--- src/rtl/gate_seq_pkg.sv ---
// Shared types and constants for the gate self-test sequencer.
package gate_seq_pkg;

  typedef enum logic [1:0] {IDLE, SETTLE, SAMPLE, DONE} state_t;

  localparam logic [7:0] DEF_EXPECT_MASK = 8'h20;
  localparam int         NUM_VEC         = 8;
  localparam int         CNT_W           = 4;

endpackage

--- src/rtl/gate_seq_if.sv ---
// Controller <-> gate/host signal bundle; the loop input exists only when GATE_SEQ_LOOP_EN is defined.
interface gate_seq_if;
  import gate_seq_pkg::*;

  logic             start;
  logic             dut_out;
  logic [2:0]       stim;
  logic             busy;
  logic             done;
  logic             pass;
  logic [CNT_W-1:0] err_count;
  logic [7:0]       fail_map;
`ifdef GATE_SEQ_LOOP_EN
  logic             loop;

  modport master (input start, dut_out, loop,
                  output stim, busy, done, pass, err_count, fail_map);
  modport slave  (output start, dut_out, loop,
                  input stim, busy, done, pass, err_count, fail_map);
`else
  modport master (input start, dut_out,
                  output stim, busy, done, pass, err_count, fail_map);
  modport slave  (output start, dut_out,
                  input stim, busy, done, pass, err_count, fail_map);
`endif

endinterface

--- src/rtl/gate_seq_settle_timer.sv ---
// Loadable down-counter that parks at zero; expired is high whenever the count is zero.
module gate_seq_settle_timer
  import gate_seq_pkg::*;
#(
  parameter int W = CNT_W
) (
  input  logic         clk,
  input  logic         reset,
  input  logic         load,
  input  logic [W-1:0] load_val,
  output logic         expired
);

  logic [W-1:0] count;

  always_ff @(posedge clk or posedge reset) begin
    if (reset)               count <= '0;
    else if (load)           count <= load_val;
    else if (count != '0)    count <= count - W'(1);
  end

  assign expired = (count == '0);

endmodule

--- src/rtl/gate_seq_controller.sv ---
// Walks a 3-input gate through all 8 input vectors, samples after a settle delay and scores against EXPECT_MASK.
// Optional GATE_SEQ_LOOP_EN: auto-restart while loop=1 with sticky results and err_count saturating at 15.
module gate_seq_controller
  import gate_seq_pkg::*;
#(
  parameter int         SETTLE_CYCLES = 2,
  parameter logic [7:0] EXPECT_MASK   = DEF_EXPECT_MASK
) (
  input  logic       clk,
  input  logic       reset,
  gate_seq_if.master bus
);

  if (SETTLE_CYCLES < 1 || SETTLE_CYCLES > 15) begin : g_bad_settle
    $fatal(1, "SETTLE_CYCLES must be in 1..15");
  end

`ifdef GATE_SEQ_LOOP_EN
  localparam logic [CNT_W-1:0] ERR_MAX = {CNT_W{1'b1}};
`else
  localparam logic [CNT_W-1:0] ERR_MAX = CNT_W'(NUM_VEC);
`endif

  state_t           state, state_nxt;
  logic [2:0]       idx;
  logic [CNT_W-1:0] err_q;
  logic [7:0]       map_q;
  logic             done_q;
  logic             expired;
  logic             load;
  logic             start_ok;
  logic             last_vec;
  logic             mismatch;
  logic             loop_on;

`ifdef GATE_SEQ_LOOP_EN
  assign loop_on = bus.loop;
`else
  assign loop_on = 1'b0;
`endif

  assign start_ok = bus.start && (state == IDLE || state == DONE);
  assign last_vec = (idx == 3'(NUM_VEC - 1));
  assign mismatch = (bus.dut_out != EXPECT_MASK[idx]);

  always_ff @(posedge clk or posedge reset) begin
    if (reset) state <= IDLE;
    else       state <= state_nxt;
  end

  always_comb begin
    state_nxt = state;
    case (state)
      IDLE:    if (bus.start) state_nxt = SETTLE;
      SETTLE:  if (expired)   state_nxt = SAMPLE;
      SAMPLE:  state_nxt = (last_vec && !loop_on) ? DONE : SETTLE;
      DONE:    if (bus.start) state_nxt = SETTLE;
      default: state_nxt = IDLE;
    endcase
  end

  // Reload on every entry into SETTLE, including the auto-restart path from SAMPLE.
  assign load = (state_nxt == SETTLE) && (state != SETTLE);

  gate_seq_settle_timer #(.W(CNT_W)) u_timer (
    .clk      (clk),
    .reset    (reset),
    .load     (load),
    .load_val (CNT_W'(SETTLE_CYCLES - 1)),
    .expired  (expired)
  );

  always_ff @(posedge clk or posedge reset) begin
    if (reset) begin
      idx    <= '0;
      err_q  <= '0;
      map_q  <= '0;
      done_q <= 1'b0;
    end else if (start_ok) begin
      idx    <= '0;
      err_q  <= '0;
      map_q  <= '0;
      done_q <= 1'b0;
    end else if (state == SAMPLE) begin
      if (mismatch) begin
        map_q[idx] <= 1'b1;
        err_q      <= (err_q == ERR_MAX) ? err_q : err_q + CNT_W'(1);
      end
      if (last_vec) begin
        done_q <= 1'b1;
        idx    <= '0;
      end else begin
        idx <= idx + 3'd1;
      end
    end else if (state == SETTLE) begin
      // Ends the one-cycle done pulse of a looped restart.
      done_q <= 1'b0;
    end
  end

  assign bus.busy      = (state == SETTLE) || (state == SAMPLE);
  assign bus.stim      = bus.busy ? idx : 3'd0;
  assign bus.done      = done_q;
  assign bus.pass      = done_q && (err_q == '0);
  assign bus.err_count = err_q;
  assign bus.fail_map  = map_q;

endmodule

--- src/flat_wrapper.sv ---
// flat-port wrapper written by rule: the top's interface ports become plain ports
module gate_seq_controller_flat import gate_seq_pkg::*;
#(
  parameter int         SETTLE_CYCLES = 2,
  parameter logic [7:0] EXPECT_MASK   = DEF_EXPECT_MASK
)
  (clk, reset, bus_start, bus_dut_out, bus_stim, bus_busy, bus_done, bus_pass, bus_err_count, bus_fail_map);
  gate_seq_if bus_i ();
  input  logic clk;
  input  logic reset;
  input wire logic [$bits(bus_i.start)-1:0] bus_start;
  input wire logic [$bits(bus_i.dut_out)-1:0] bus_dut_out;
  output wire logic [$bits(bus_i.stim)-1:0] bus_stim;
  output wire logic [$bits(bus_i.busy)-1:0] bus_busy;
  output wire logic [$bits(bus_i.done)-1:0] bus_done;
  output wire logic [$bits(bus_i.pass)-1:0] bus_pass;
  output wire logic [$bits(bus_i.err_count)-1:0] bus_err_count;
  output wire logic [$bits(bus_i.fail_map)-1:0] bus_fail_map;
  assign bus_i.start = bus_start;
  assign bus_i.dut_out = bus_dut_out;
  assign bus_stim = bus_i.stim;
  assign bus_busy = bus_i.busy;
  assign bus_done = bus_i.done;
  assign bus_pass = bus_i.pass;
  assign bus_err_count = bus_i.err_count;
  assign bus_fail_map = bus_i.fail_map;
  gate_seq_controller #(.SETTLE_CYCLES(SETTLE_CYCLES), .EXPECT_MASK(EXPECT_MASK)) u_core (.clk(clk), .reset(reset), .bus(bus_i));
endmodule
--- config.mk ---
export PLATFORM = sky130hd
export DESIGN_NAME = gate_seq_controller_flat
export DESIGN_NICKNAME = d
export VERILOG_FILES = /design/src/rtl/gate_seq_pkg.sv /design/src/rtl/gate_seq_if.sv /design/src/rtl/gate_seq_settle_timer.sv /design/src/rtl/gate_seq_controller.sv /design/src/flat_wrapper.sv
export SDC_FILE = /design/constraint.sdc
export NUM_CORES = 1
export LEC_CHECK = 0
export ABC_CLOCK_PERIOD_IN_PS = 3400
export CAP_MARGIN = 5
export CORE_AREA = 2 2 45 56
export CTS_BUF_LIST = sky130_fd_sc_hd__clkbuf_4 sky130_fd_sc_hd__clkbuf_8 sky130_fd_sc_hd__clkbuf_16
export DETAILED_ROUTE_END_ITERATION = 8
export DIE_AREA = 0 0 47 58
export DONT_BUFFER_PORTS = 1
export PLACE_DENSITY = 0.79
export RECOVER_POWER = 25
export SETUP_SLACK_MARGIN = 0.05
export SKIP_CTS_REPAIR_TIMING = 1
export SYNTH_ARGS = -nofsm -noshare
export SYNTH_HDL_FRONTEND = slang
export SYNTH_SLANG_ARGS = --single-unit
--- constraint.sdc ---
create_clock -name clk -period 3.4 [get_ports clk]
set_clock_uncertainty 0.1 [all_clocks]
set_input_delay 0.34 -clock clk [delete_from_list [all_inputs] [get_ports clk]]
set_output_delay 0.34 -clock clk [all_outputs]
set_load 0.01 [all_outputs]
Word-level counts from Yosys, hierarchy flattened
Memories as Yosys holds them, arrays and structs flattened.
Index checks and enable logic that the tools add are counted.
{ "word_totals": {"regBits": 22, "mem_bits_ro": 8, "input_bits": 4, "out_inout_bits": 18, "elab_cells": 65, "memories": 1} }
{ "memory_table": {"columns": ["name", "words", "width", "read_ports", "rd_clocked_by_memory_dff", "wr", "line_no", "rtl"], "rows": [
  ["(name not given)", 8, 1, 1, 0, 0, "gate_seq_controller.sv:44", "assign mismatch = (bus.dut_out != EXPECT_MASK[idx]);"]
]} }
{ "classes": {"addsub": 3, "order_cmp": 2, "eq_ne": 10, "muxes": 24, "bitwise": 1, "reduce_logical": 18} }
{ "ops": {"columns": ["op", "n"], "rows": [
  ["2-to-1 mux 4 bit", 6],
  ["2-to-1 mux 8 bit", 3],
  ["2-to-1 mux 3 bit", 4],
  ["zero test 4 bit", 2],
  ["bitwise OR 8 bit", 1],
  ["2-to-1 mux 1 bit", 6],
  ["2-to-1 mux 2 bit", 3],
  ["one-hot mux 2 bit (3 select lines)", 1],
  ["nonzero test 2 bit", 3],
  ["adder 4 x 1 -> 4 bit, second input constant", 1],
  ["== test 2 x 1 -> 1 bit, second input constant", 2],
  ["== test 2 bit, second input constant", 2],
  ["== test 4 bit, second input constant", 1],
  ["logical AND 1 bit", 4],
  ["< comparator 3 x 4 -> 1 bit, second input constant", 1],
  ["!= test 2 x 1 -> 1 bit, second input constant", 2],
  ["AND reduction 2 bit", 2],
  ["nonzero test 4 bit", 1],
  ["subtractor 4 x 1 -> 4 bit, second input constant", 1],
  ["adder 3 x 1 -> 3 bit, second input constant", 1],
  ["demux 1 bit (select 3 bit)", 1],
  ["== test 3 bit, second input constant", 1],
  ["greater-or-equal comparator 3 x 1 -> 1 bit, second input constant", 1],
  ["!= test 3 x 1 -> 1 bit, second input constant", 1],
  ["other kinds (6)", 7]
]} }

Logic depth before layout (Yosys ltp)
Gate-level depths: netlist of run 1.
{ "logic_depth": {"word_depth": 8, "depth_mapped": 7, "depth_no_buf": 6} }

By module
A second synthesis of run 1 with hierarchy kept.
{ "unflattened": {"cells_unflattened": 125, "area_unflattened_um2": 1233.7} }
{ "modules_own_cells": {"columns": ["mod", "instances", "cells_each", "area_per_inst_um2", "seq_area_each_um2"], "rows": [
  ["gate_seq_controller", 1, 102, 997.2, 450.4],
  ["gate_seq_settle_timer", 1, 23, 236.5, 100.1]
]} }

Worst setup path before layout of run 1
OpenSTA, ideal clock, no wires.
{ "synth_timing": {"path_kind": "reg-to-reg", "startpoint": "reg u_core.state[0]", "endpoint": "reg u_core.u_timer.count[3]", "setup_ps": 124, "t_arrival_ps": 1633, "t_required_ps": 3176, "path_slack_ps": 1543, "stages_incl_launch_ff": 7, "n_path_buf": 0, "period_less_slack_ps": 1857, "cell_sequence": "dfrtp_1 inv_1 ha_1 nor2b_4 o21a_4 a211o_1 o31a_1"} }
{ "synth_via": {"elab_chain_len": 6, "word_cells_on_any_way": 13, "classes_between": "5 x eq/ne; 4 x mux; 4 x reduce/logical"} }
{ "synth_rtl": {"columns": ["item", "line_no", "rtl"], "rows": [
  ["start: declaration", "gate_seq_controller.sv:24", "state_t state, state_nxt;"],
  ["start signal: assignment", "gate_seq_controller.sv:48", "else state <= state_nxt;"],
  ["== test 2 bit / zero test 2 bit (equally long branches)", "gate_seq_controller.sv:53", "case (state)"],
  ["OR reduction 2 bit (no source line)", null, null],
  ["one-hot mux 2 bit (3 select lines) (*)", "gate_seq_controller.sv:53", null],
  ["via u_core.state_nxt[1]", "gate_seq_controller.sv:24", null],
  ["== test 2 x 1 -> 1 bit (*)", "gate_seq_controller.sv:63", "assign load = (state_nxt == SETTLE) && (state != SETTLE);"],
  ["logical AND 1 bit (*)", "gate_seq_controller.sv:63", null],
  ["2-to-1 mux 4 bit / nonzero test 2 bit (equally long branches)", null, null],
  ["end signal: assignment", "gate_seq_settle_timer.sv:18", "else if (load) count <= load_val;"],
  ["end signal: assignment", "gate_seq_settle_timer.sv:19", "else if (count != '0) count <= count - W'(1);"],
  ["end: declaration", "gate_seq_settle_timer.sv:14", "logic [W-1:0] count;"]
]} }
The timed path passes the listed nets; every way through them passes the cells marked *.
A chain may end at the register's enable or synchronous reset.

Worst setup path after layout of run 1
{ "layout_timing": {"startpoint": "reg u_core.state[0]", "endpoint": "reg u_core.u_timer.count[1]"} }
{ "layout_via": {"elab_chain_len": 6, "word_cells_on_any_way": 13, "classes_between": "5 x eq/ne; 4 x mux; 4 x reduce/logical"} }
{ "layout_rtl": {"columns": ["item", "line_no"], "rows": [
  ["== test 2 bit / zero test 2 bit (equally long branches)", "gate_seq_controller.sv:53"],
  ["OR reduction 2 bit (no source line)", null],
  ["one-hot mux 2 bit (3 select lines)", "gate_seq_controller.sv:53"],
  ["== test 2 x 1 -> 1 bit", "gate_seq_controller.sv:63"],
  ["logical AND 1 bit (*)", "gate_seq_controller.sv:63"],
  ["2-to-1 mux 4 bit / nonzero test 2 bit (equally long branches)", null]
]} }
Every way passes the cells marked *; elsewhere a longest branch is shown, timed or not.

==> impl_results.html, run 1 <==
<table>
<tr><th>Metric</th><th>Value</th></tr>
<tr><th colspan="2">Run status</th></tr>
<tr><td>Result of the run</td><td>complete, but fails checks</td></tr>
<tr><td>Violated checks</td><td>negative hold slack</td></tr>
<tr><th colspan="2">Synthesis</th></tr>
<tr><td>Most used flip-flop cell after synthesis</td><td>sky130_fd_sc_hd__dfrtp_1</td></tr>
<tr><td>Average footprint of a synthesized cell</td><td>10.3 um^2</td></tr>
<tr><td>Top post-synthesis cells by count</td><td>sky130_fd_sc_hd__dfrtp_1, sky130_fd_sc_hd__nor2_1, sky130_fd_sc_hd__inv_1</td></tr>
<tr><td>Yosys cell types</td><td>39</td></tr>
<tr><td>Yosys warnings</td><td>0</td></tr>
<tr><td>Post-Synthesis Net Count</td><td>approximately 140</td></tr>
<tr><td>EDFF count, synth</td><td>0</td></tr>
<tr><td>Number of cells produced by synthesis</td><td>around 120</td></tr>
<tr><td>Seq/Total Area, Yosys</td><td>0.433</td></tr>
<tr><td>Proportion of synthesized flip-flops having asynchronous set or reset</td><td>1.00</td></tr>
<tr><td>Most area-hungry cell type in the Yosys netlist</td><td>sky130_fd_sc_hd__dfrtp_1</td></tr>
<tr><td>Share of Yosys cell area claimed by the top area cell type</td><td>0.433</td></tr>
<tr><td>Post-synthesis register bit count</td><td>22</td></tr>
<tr><td>Biggest area contributors in the synthesized netlist</td><td>sky130_fd_sc_hd__dfrtp_1, sky130_fd_sc_hd__ha_1, sky130_fd_sc_hd__nor2_1</td></tr>
<tr><td>Netlist area before placement</td><td>0.00127 mm^2</td></tr>
<tr><th colspan="2">Critical path</th></tr>
<tr><td>Required time worst endpoint</td><td>around 3.5 ns</td></tr>
<tr><td>Setup crit start kind</td><td>flop</td></tr>
<tr><td>Critical path data arrival time</td><td>approximately 2.1 ns</td></tr>
<tr><td>Endpoint kind of the worst setup timing path</td><td>flop</td></tr>
<tr><td>CP max FO</td><td>12</td></tr>
<tr><td>Start-to-end type of the worst setup path</td><td>reg -&gt; reg</td></tr>
<tr><td>Launching instance or port of the critical path</td><td>u_core.state[0]</td></tr>
<tr><td>Worst flop-to-flop path startpoint</td><td>u_core.state[0]</td></tr>
<tr><th colspan="2">Timing</th></tr>
<tr><td>Sum Neg Setup Slack</td><td>0 ns</td></tr>
<tr><td>Highest clock rate</td><td>approximately 500 MHz</td></tr>
<tr><td>Min Tclk post-route</td><td>about 2 ns</td></tr>
<tr><td>Final worst path period share</td><td>0.592</td></tr>
<tr><td>Count of endpoints failing setup in the final report</td><td>0</td></tr>
<tr><td>Hold Worst Slack</td><td>-0.0435 ns</td></tr>
<tr><td>Relative max-transition margin</td><td>0.449</td></tr>
<tr><td>Tightest Pin Transition</td><td>around 0.82 ns</td></tr>
<tr><td>RSZ-0062 raised after global routing</td><td>false</td></tr>
<tr><td>Count of pins over their slew limit</td><td>0</td></tr>
<tr><td>Final Hold Viols</td><td>22</td></tr>
<tr><th colspan="2">Global routing</th></tr>
<tr><td>Initial antenna violation count</td><td>0</td></tr>
<tr><td>Grt total ovfl</td><td>0</td></tr>
<tr><td>Largest net degree at the start of global routing</td><td>23</td></tr>
<tr><td>Global-route wire length before repair</td><td>about 3.8 mm</td></tr>
<tr><td>Total Routing Usage GR</td><td>0.182</td></tr>
<tr><td>Vias in the first global route</td><td>a little under 900</td></tr>
<tr><th colspan="2">Routing</th></tr>
<tr><td>Detail-routed net length per standard cell</td><td>approximately 15 um</td></tr>
<tr><td>Iter 0 DRT Violations</td><td>24</td></tr>
<tr><td>Final WL</td><td>2.27 mm</td></tr>
<tr><td>DRC errors left</td><td>0</td></tr>
<tr><td>Total number of vias</td><td>~880</td></tr>
<tr><td>Antenna violation net count after detailed routing</td><td>0</td></tr>
<tr><td>Drt pass-1 iters</td><td>4</td></tr>
<tr><td>Avg Vias per Cell</td><td>~5.7</td></tr>
<tr><th colspan="2">Power and ir drop</th></tr>
<tr><td>Worst vdd ir</td><td>around 460 uV</td></tr>
<tr><td>Power density cells</td><td>roughly 760 mW/mm^2</td></tr>
<tr><td>LEAKAGE</td><td>around 0.64 nW</td></tr>
<tr><th colspan="2">Finish</th></tr>
<tr><td>Net total in the final layout</td><td>between 100 and 150</td></tr>
<tr><td>Fraction of layout cells with a size suffix above 1</td><td>0.0813</td></tr>
<tr><td>Antenna Cells</td><td>0</td></tr>
<tr><td>Post-route core utilization</td><td>0.611</td></tr>
<tr><td>Filler Cells Inserted</td><td>182</td></tr>
<tr><td>Post-synthesis to final-layout area growth</td><td>5.22%</td></tr>
<tr><th colspan="2">CTS</th></tr>
<tr><td>Clock root cell</td><td>sky130_fd_sc_hd__clkbuf_4</td></tr>
<tr><td>Max H-tree Level</td><td>1</td></tr>
<tr><td>CTS sink count</td><td>22</td></tr>
<tr><td>Cts bufs inserted</td><td>3</td></tr>
<tr><td>Clk Latency, worst-skew pair</td><td>between 0.3 and 0.4 ns</td></tr>
<tr><td>CTS tree</td><td>yes</td></tr>
<tr><td>Clock slew at reported path FFs</td><td>0.13 ns</td></tr>
<tr><td>Maximum buffer depth of the clock tree</td><td>2</td></tr>
<tr><th colspan="2">Die</th></tr>
<tr><td>Io pins</td><td>22</td></tr>
<tr><td>Initial cell density of the core</td><td>0.581</td></tr>
<tr><td>Floorplan die width</td><td>about 47 um</td></tr>
<tr><td>Cell row count</td><td>19</td></tr>
<tr><td>Core area</td><td>0.00219 mm^2</td></tr>
<tr><td>Floorplan die height</td><td>approximately 58 um</td></tr>
<tr><td>Area of the die</td><td>approximately 0.0027 mm^2</td></tr>
<tr><th colspan="2">Job</th></tr>
<tr><td>Count of max-cap constraint violations</td><td>0</td></tr>
<tr><th colspan="2">Min path</th></tr>
<tr><td>Min-delay worst type</td><td>in -&gt; async</td></tr>
<tr><th colspan="2">Placement</th></tr>
<tr><td>Number of port buffers</td><td>0</td></tr>
<tr><td>Final RePlAce weighted congestion</td><td>0.800</td></tr>
<tr><td>Detailed placement HPWL</td><td>approximately 1.7 mm</td></tr>
</table>
## per-layer routing
layer	track usage	routed length [um]	up-vias
met2	0.319	1210	11
li1	-	-	437
met4	0.0357	17	0
met1	0.236	1010	427
met5	0	0	-
met3	0.0187	37	2
## area by class of cell
class                      instances  area [um^2]  area share
multi-input combinational         85          649       0.486
sequential                        22          551       0.412
inverter                          12         45.0      0.0337
tap                               31         38.8      0.0290
clock inverter                     1         30.0      0.0225
clock buffer                       3         22.5      0.0169
## worst max-delay path, stage by stage, from the launching register on
cell                       delay, ns
sky130_fd_sc_hd__dfrtp_1        0.42
sky130_fd_sc_hd__inv_1          0.12
sky130_fd_sc_hd__ha_1           0.43
sky130_fd_sc_hd__o21bai_1       0.16
sky130_fd_sc_hd__a21o_1         0.24
sky130_fd_sc_hd__nor4_4         0.34
sky130_fd_sc_hd__o31ai_1        0.10
## cells in the final DEF, fill, tap and decap left out, types with 2 or more instances in the layout
master	synthesis	layout
sky130_fd_sc_hd__nor2_1	22	22
sky130_fd_sc_hd__dfrtp_1	22	22
sky130_fd_sc_hd__inv_1	12	12
sky130_fd_sc_hd__ha_1	11	11
sky130_fd_sc_hd__a41oi_1	8	8
sky130_fd_sc_hd__nand2_1	4	4
sky130_fd_sc_hd__a21oi_1	4	4
sky130_fd_sc_hd__mux2i_1	4	4
sky130_fd_sc_hd__clkbuf_4	0	3
sky130_fd_sc_hd__nor3_1	2	2
sky130_fd_sc_hd__a21o_1	2	2
sky130_fd_sc_hd__a211oi_1	2	2
sky130_fd_sc_hd__a21boi_1	2	2
## report_power, final
group	leakage, nW	switching, W	internal (W)	total [W]
clock	0.0279	0.0000814	0.000119	0.000201
combinational	0.318	0.000248	0.000187	0.000435
sequential	0.297	0.0000625	0.000316	0.000378
total	0.643	0.000392	0.000622	0.00101
## metrics by stage
step / instances / power (W) / setup slack (ns) / area [um^2]
final: 154 / 0.00101 / 1.39 / 1340
after global routing: 154 / 0.00110 / 1.21 / 1340
after detailed placement: 150 / 0.000822 / 1.38 / 1280
after floorplan: 123 / 0.000745 / 1.54 / 1270
after global placement: 150 / 0.000803 / 1.45 / 1280
after CTS: 154 / 0.00102 / 1.37 / 1340
## worst paths after layout
path | end | slack, ns | depth (start not counted)
worst max register to register | u_core.u_timer.count[1] | 1.39 | 6
worst max-delay path | u_core.u_timer.count[1] | 1.39 | 6
worst min register to register | u_core.bus.fail_map[7] | 0.48 | 2
max in group asynchronous | u_core.bus.err_count[0] | 2.72 | 1
worst min-delay path | u_core.bus.fail_map[4] | -0.04 | 1
min in group clk | u_core.bus.done | 0.29 | 3
## flip-flops by register name (all words and copies together) (netlist names)
signal	count
u_core.bus.fail_map	8
u_core.u_timer.count	4
u_core.state	2
u_core.bus.done	1
u_core.idx	3
u_core.bus.err_count	4
## cells by family after synthesis
group                    Yosys count  synth area share
AO/OA/AOI/OAI                     30             0.193
XOR/XNOR                           2            0.0138
adder cells (fa/ha/maj)           11             0.108
buffers and inverters             16            0.0552
flip-flops                        22             0.433
multiplexers                       5            0.0404
AND/OR/NAND/NOR                   37             0.156
Note: power is estimated with default switching activity, not from simulation.
==> inputs of run 2 (changes only) <==
Settings changed: ABC_CLOCK_PERIOD_IN_PS 3400 to 1800, CORE_AREA 2 2 45 56 to 2 2 47 58, DIE_AREA 0 0 47 58 to 0 0 49 60, PLACE_DENSITY 0.79 to 0.77.
Clock period 3.4 ns to 1.8 ns, I/O delays scaled along.
==> run 2 against run 1 <==
The flow now finishes without violations. Sequential power increased by 86%. Combinational power rose to 2.6 times the previous value. Register-to-register slack worse by 1.3 ns. Flip-flop and latch count did not move. Critical path depth shrank 1. Critical endpoint is now u_core.u_timer.count[3]. Largest cell class unchanged. Highest routed layer unchanged.
==> impl_results.html, run 2 (synthesis gave the netlist of run 1 again) <==
<table>
<tr><th>Metric</th><th>Value</th></tr>
<tr><th colspan="2">Run status</th></tr>
<tr><td>Result of the run</td><td>completed</td></tr>
<tr><th colspan="2">Routing</th></tr>
<tr><td>Detailed-routing wirelength on met1</td><td>1.08 mm</td></tr>
<tr><td>Antenna violation net count after detailed routing</td><td>0</td></tr>
<tr><td>Routed wl met3</td><td>54 um</td></tr>
<tr><td>Avg Vias per Cell</td><td>5.71</td></tr>
<tr><td>Detail-routed net length per standard cell</td><td>between 15 and 20 um</td></tr>
<tr><td>Total number of vias</td><td>a little under 1000</td></tr>
<tr><td>Drt pass-1 iters</td><td>4</td></tr>
<tr><td>Final WL</td><td>2.72 mm</td></tr>
<tr><td>WL met2</td><td>1.55 mm</td></tr>
<tr><td>Iter 0 DRT Violations</td><td>25</td></tr>
<tr><td>Highest routed metal layer</td><td>met4</td></tr>
<tr><td>DRC errors left</td><td>0</td></tr>
<tr><th colspan="2">Timing</th></tr>
<tr><td>Highest clock rate</td><td>approximately 580 MHz</td></tr>
<tr><td>Count of pins over their slew limit</td><td>0</td></tr>
<tr><td>Tightest Pin Transition</td><td>around 0.36 ns</td></tr>
<tr><td>Final Hold Viols</td><td>0</td></tr>
<tr><td>Count of endpoints failing setup in the final report</td><td>0</td></tr>
<tr><td>Min Tclk post-route</td><td>roughly 1.7 ns</td></tr>
<tr><td>Relative max-transition margin</td><td>0.758</td></tr>
<tr><td>Final worst path period share</td><td>0.965</td></tr>
<tr><td>Worst Slack Setup Final</td><td>about 0.063 ns</td></tr>
<tr><td>RSZ-0062 raised after global routing</td><td>true</td></tr>
<tr><th colspan="2">Critical path</th></tr>
<tr><td>Worst flop-to-flop path startpoint</td><td>u_core.state[1]</td></tr>
<tr><td>Sum of buffers and inverters on the critical path</td><td>0</td></tr>
<tr><td>CP Cell Sequence</td><td>ha_4, nor2b_4, o21a_4, a211o_1, o31a_1</td></tr>
<tr><td>Critical path data arrival time</td><td>1.85 ns</td></tr>
<tr><td>Critical path's top delay family</td><td>compound AO/OA/AOI/OAI gates</td></tr>
<tr><td>CP max FO</td><td>4</td></tr>
<tr><td>Worst R2R Path Depth</td><td>5</td></tr>
<tr><td>Endpoint kind of the worst setup timing path</td><td>flop</td></tr>
<tr><td>Cell at the slowest stage of the critical path</td><td>sky130_fd_sc_hd__dfrtp_1</td></tr>
<tr><td>Launching instance or port of the critical path</td><td>u_core.state[1]</td></tr>
<tr><td>Largest stage delay on the critical path</td><td>about 0.47 ns</td></tr>
<tr><td>Setup crit start kind</td><td>flop</td></tr>
<tr><td>Start-to-end type of the worst setup path</td><td>reg -&gt; reg</td></tr>
<tr><td>Stages on the worst setup path</td><td>5</td></tr>
<tr><td>Required time worst endpoint</td><td>~1.9 ns</td></tr>
<tr><th colspan="2">Finish</th></tr>
<tr><td>Fraction of layout cells with a size suffix above 1</td><td>0.284</td></tr>
<tr><td>Most common library cell in the layout ignoring fill and taps</td><td>sky130_fd_sc_hd__nor2_1</td></tr>
<tr><td>Flip-flop count of the largest register, all copies and words added</td><td>8</td></tr>
<tr><td>Filler Cells Inserted</td><td>~200</td></tr>
<tr><td>Layout Cells excl Fill</td><td>around 170</td></tr>
<tr><td>Post-route core utilization</td><td>0.637</td></tr>
<tr><td>Antenna Cells</td><td>0</td></tr>
<tr><td>Post-synthesis to final-layout area growth</td><td>21.7%</td></tr>
<tr><td>Commonest cells after routing, fill and taps aside</td><td>sky130_fd_sc_hd__nor2_1, sky130_fd_sc_hd__dfrtp_1, sky130_fd_sc_hd__buf_4</td></tr>
<tr><td>Net total in the final layout</td><td>157</td></tr>
<tr><td>Layout Cell Area excl Fill</td><td>around 0.0015 mm^2</td></tr>
<tr><th colspan="2">Global routing</th></tr>
<tr><td>Largest net degree at the start of global routing</td><td>23</td></tr>
<tr><td>Global-route wire length before repair</td><td>~4.2 mm</td></tr>
<tr><td>Vias in the first global route</td><td>approximately 1000</td></tr>
<tr><td>Initial antenna violation count</td><td>0</td></tr>
<tr><td>Grt total ovfl</td><td>0</td></tr>
<tr><td>Total Routing Usage GR</td><td>0.189</td></tr>
<tr><th colspan="2">Placement</th></tr>
<tr><td>Final RePlAce weighted congestion</td><td>about 0.76</td></tr>
<tr><td>Detailed placement HPWL</td><td>around 2.0 mm</td></tr>
<tr><td>Total placed instance area</td><td>between 0.001 and 0.0015 mm^2</td></tr>
<tr><td>Number of cells after detailed placement</td><td>around 160</td></tr>
<tr><td>Number of port buffers</td><td>0</td></tr>
<tr><td>Minimum setup slack after placement</td><td>-0.0113 ns</td></tr>
<tr><th colspan="2">Die</th></tr>
<tr><td>Core area</td><td>~0.0024 mm^2</td></tr>
<tr><td>Floorplan die height</td><td>60 um</td></tr>
<tr><td>Initial cell density of the core</td><td>0.523</td></tr>
<tr><td>Io pins</td><td>22</td></tr>
<tr><td>Floorplan die width</td><td>about 50 um</td></tr>
<tr><td>Area of the die</td><td>slightly below 0.003 mm^2</td></tr>
<tr><td>Cell row count</td><td>20</td></tr>
<tr><th colspan="2">Power and ir drop</th></tr>
<tr><td>Share of power burned in the clock network</td><td>0.171</td></tr>
<tr><td>Switching share of power</td><td>0.375</td></tr>
<tr><td>Power density cells</td><td>1440 mW/mm^2</td></tr>
<tr><td>Power dissipated by switching net loads</td><td>0.000836 W</td></tr>
<tr><td>Part of the total power dissipated in sequential elements</td><td>0.315</td></tr>
<tr><td>LEAKAGE</td><td>between 0.7 and 0.8 nW</td></tr>
<tr><td>Combinational power share</td><td>0.513</td></tr>
<tr><td>Internal portion of total power</td><td>roughly 0.0014 W</td></tr>
<tr><td>Worst vdd ir</td><td>1010 uV</td></tr>
<tr><th colspan="2">Job</th></tr>
<tr><td>Count of max-cap constraint violations</td><td>0</td></tr>
<tr><th colspan="2">Min path</th></tr>
<tr><td>Number of cells traversed by the worst hold path</td><td>3</td></tr>
<tr><td>Worst min-delay path startpoint</td><td>bus_start</td></tr>
<tr><td>Min-delay worst type</td><td>in -&gt; reg</td></tr>
<tr><th colspan="2">CTS</th></tr>
<tr><td>Max H-tree Level</td><td>1</td></tr>
<tr><td>CTS tree</td><td>yes</td></tr>
<tr><td>Clock root cell</td><td>sky130_fd_sc_hd__clkbuf_4</td></tr>
<tr><td>Clock slew at reported path FFs</td><td>~0.13 ns</td></tr>
<tr><td>CTS sink count</td><td>22</td></tr>
<tr><td>Maximum buffer depth of the clock tree</td><td>2</td></tr>
<tr><td>Clk Latency, worst-skew pair</td><td>slightly above 0.3 ns</td></tr>
<tr><td>Cts bufs inserted</td><td>3</td></tr>
</table>
==> run 2: cell types whose count changed in the layout (fill, tap and decap cells not counted), sizes merged <==
cell,before,now
buf,0,17
dlygate4sd3,0,1
==> run 2: worst paths after layout <==
| kind | end | slack, ns |
|---|---|---|
| max in group asynchronous | u_core.bus.err_count[0] | 1.14 |
| worst max-delay path | u_core.u_timer.count[3] | 0.06 |
| worst min-delay path | u_core.bus.done | 0.12 |
| worst max register to register | u_core.u_timer.count[3] | 0.06 |
| min in group asynchronous | u_core.bus.fail_map[4] | 0.22 |
| worst min register to register | u_core.bus.fail_map[6] | 0.49 |
==> run 2: cell type report <==
cell class,count,area [um^2],share of cell area
inverter,12,45.0,0.0291
timing repair buffer,18,138,0.0891
tap,33,41.3,0.0267
clock buffer,3,22.5,0.0146
clock inverter,1,30.0,0.0194
sequential,22,552,0.357
multi-input combinational,85,717,0.464
==> run 2: metal layers <==
metal	GRT usage	up-vias
met4	0.0776	0
met5	0	-
met2	0.372	9
met1	0.203	508
li1	-	473
met3	0.0250	4
==> run 2: metrics by stage <==
step           power [W]  hold WS (ns)  setup TNS, ns
2_1_floorplan    0.00144        0.0692              0
3_3_place_gp     0.00169        0.0235              0
3_5_place_dp     0.00175        0.0305        -0.0304
4_1_cts          0.00214        -0.320         -0.105
5_1_grt          0.00238         0.117        -0.0134
6_report         0.00223         0.123              0
==> run 2: power groups by stage <==
| stage | Clock (W) | Combinational [W] | Sequential, W |
|---|---|---|---|
| 6_report | 0.000381 | 0.00114 | 0.000703 |
| 5_1_grt | 0.000405 | 0.00126 | 0.000712 |
| 4_1_cts | 0.000386 | 0.00104 | 0.000707 |
| 3_5_place_dp | 0 | 0.00103 | 0.000718 |
| 3_3_place_gp | 0 | 0.000976 | 0.000710 |
| 2_1_floorplan | 0 | 0.000739 | 0.000699 |
==> run 2: tightest hold or removal path, delay by kind of cell <==
kind	cells	cell delay [ns]
simple gates	1	0.02
mux	1	0.16
compound gates	1	0.14
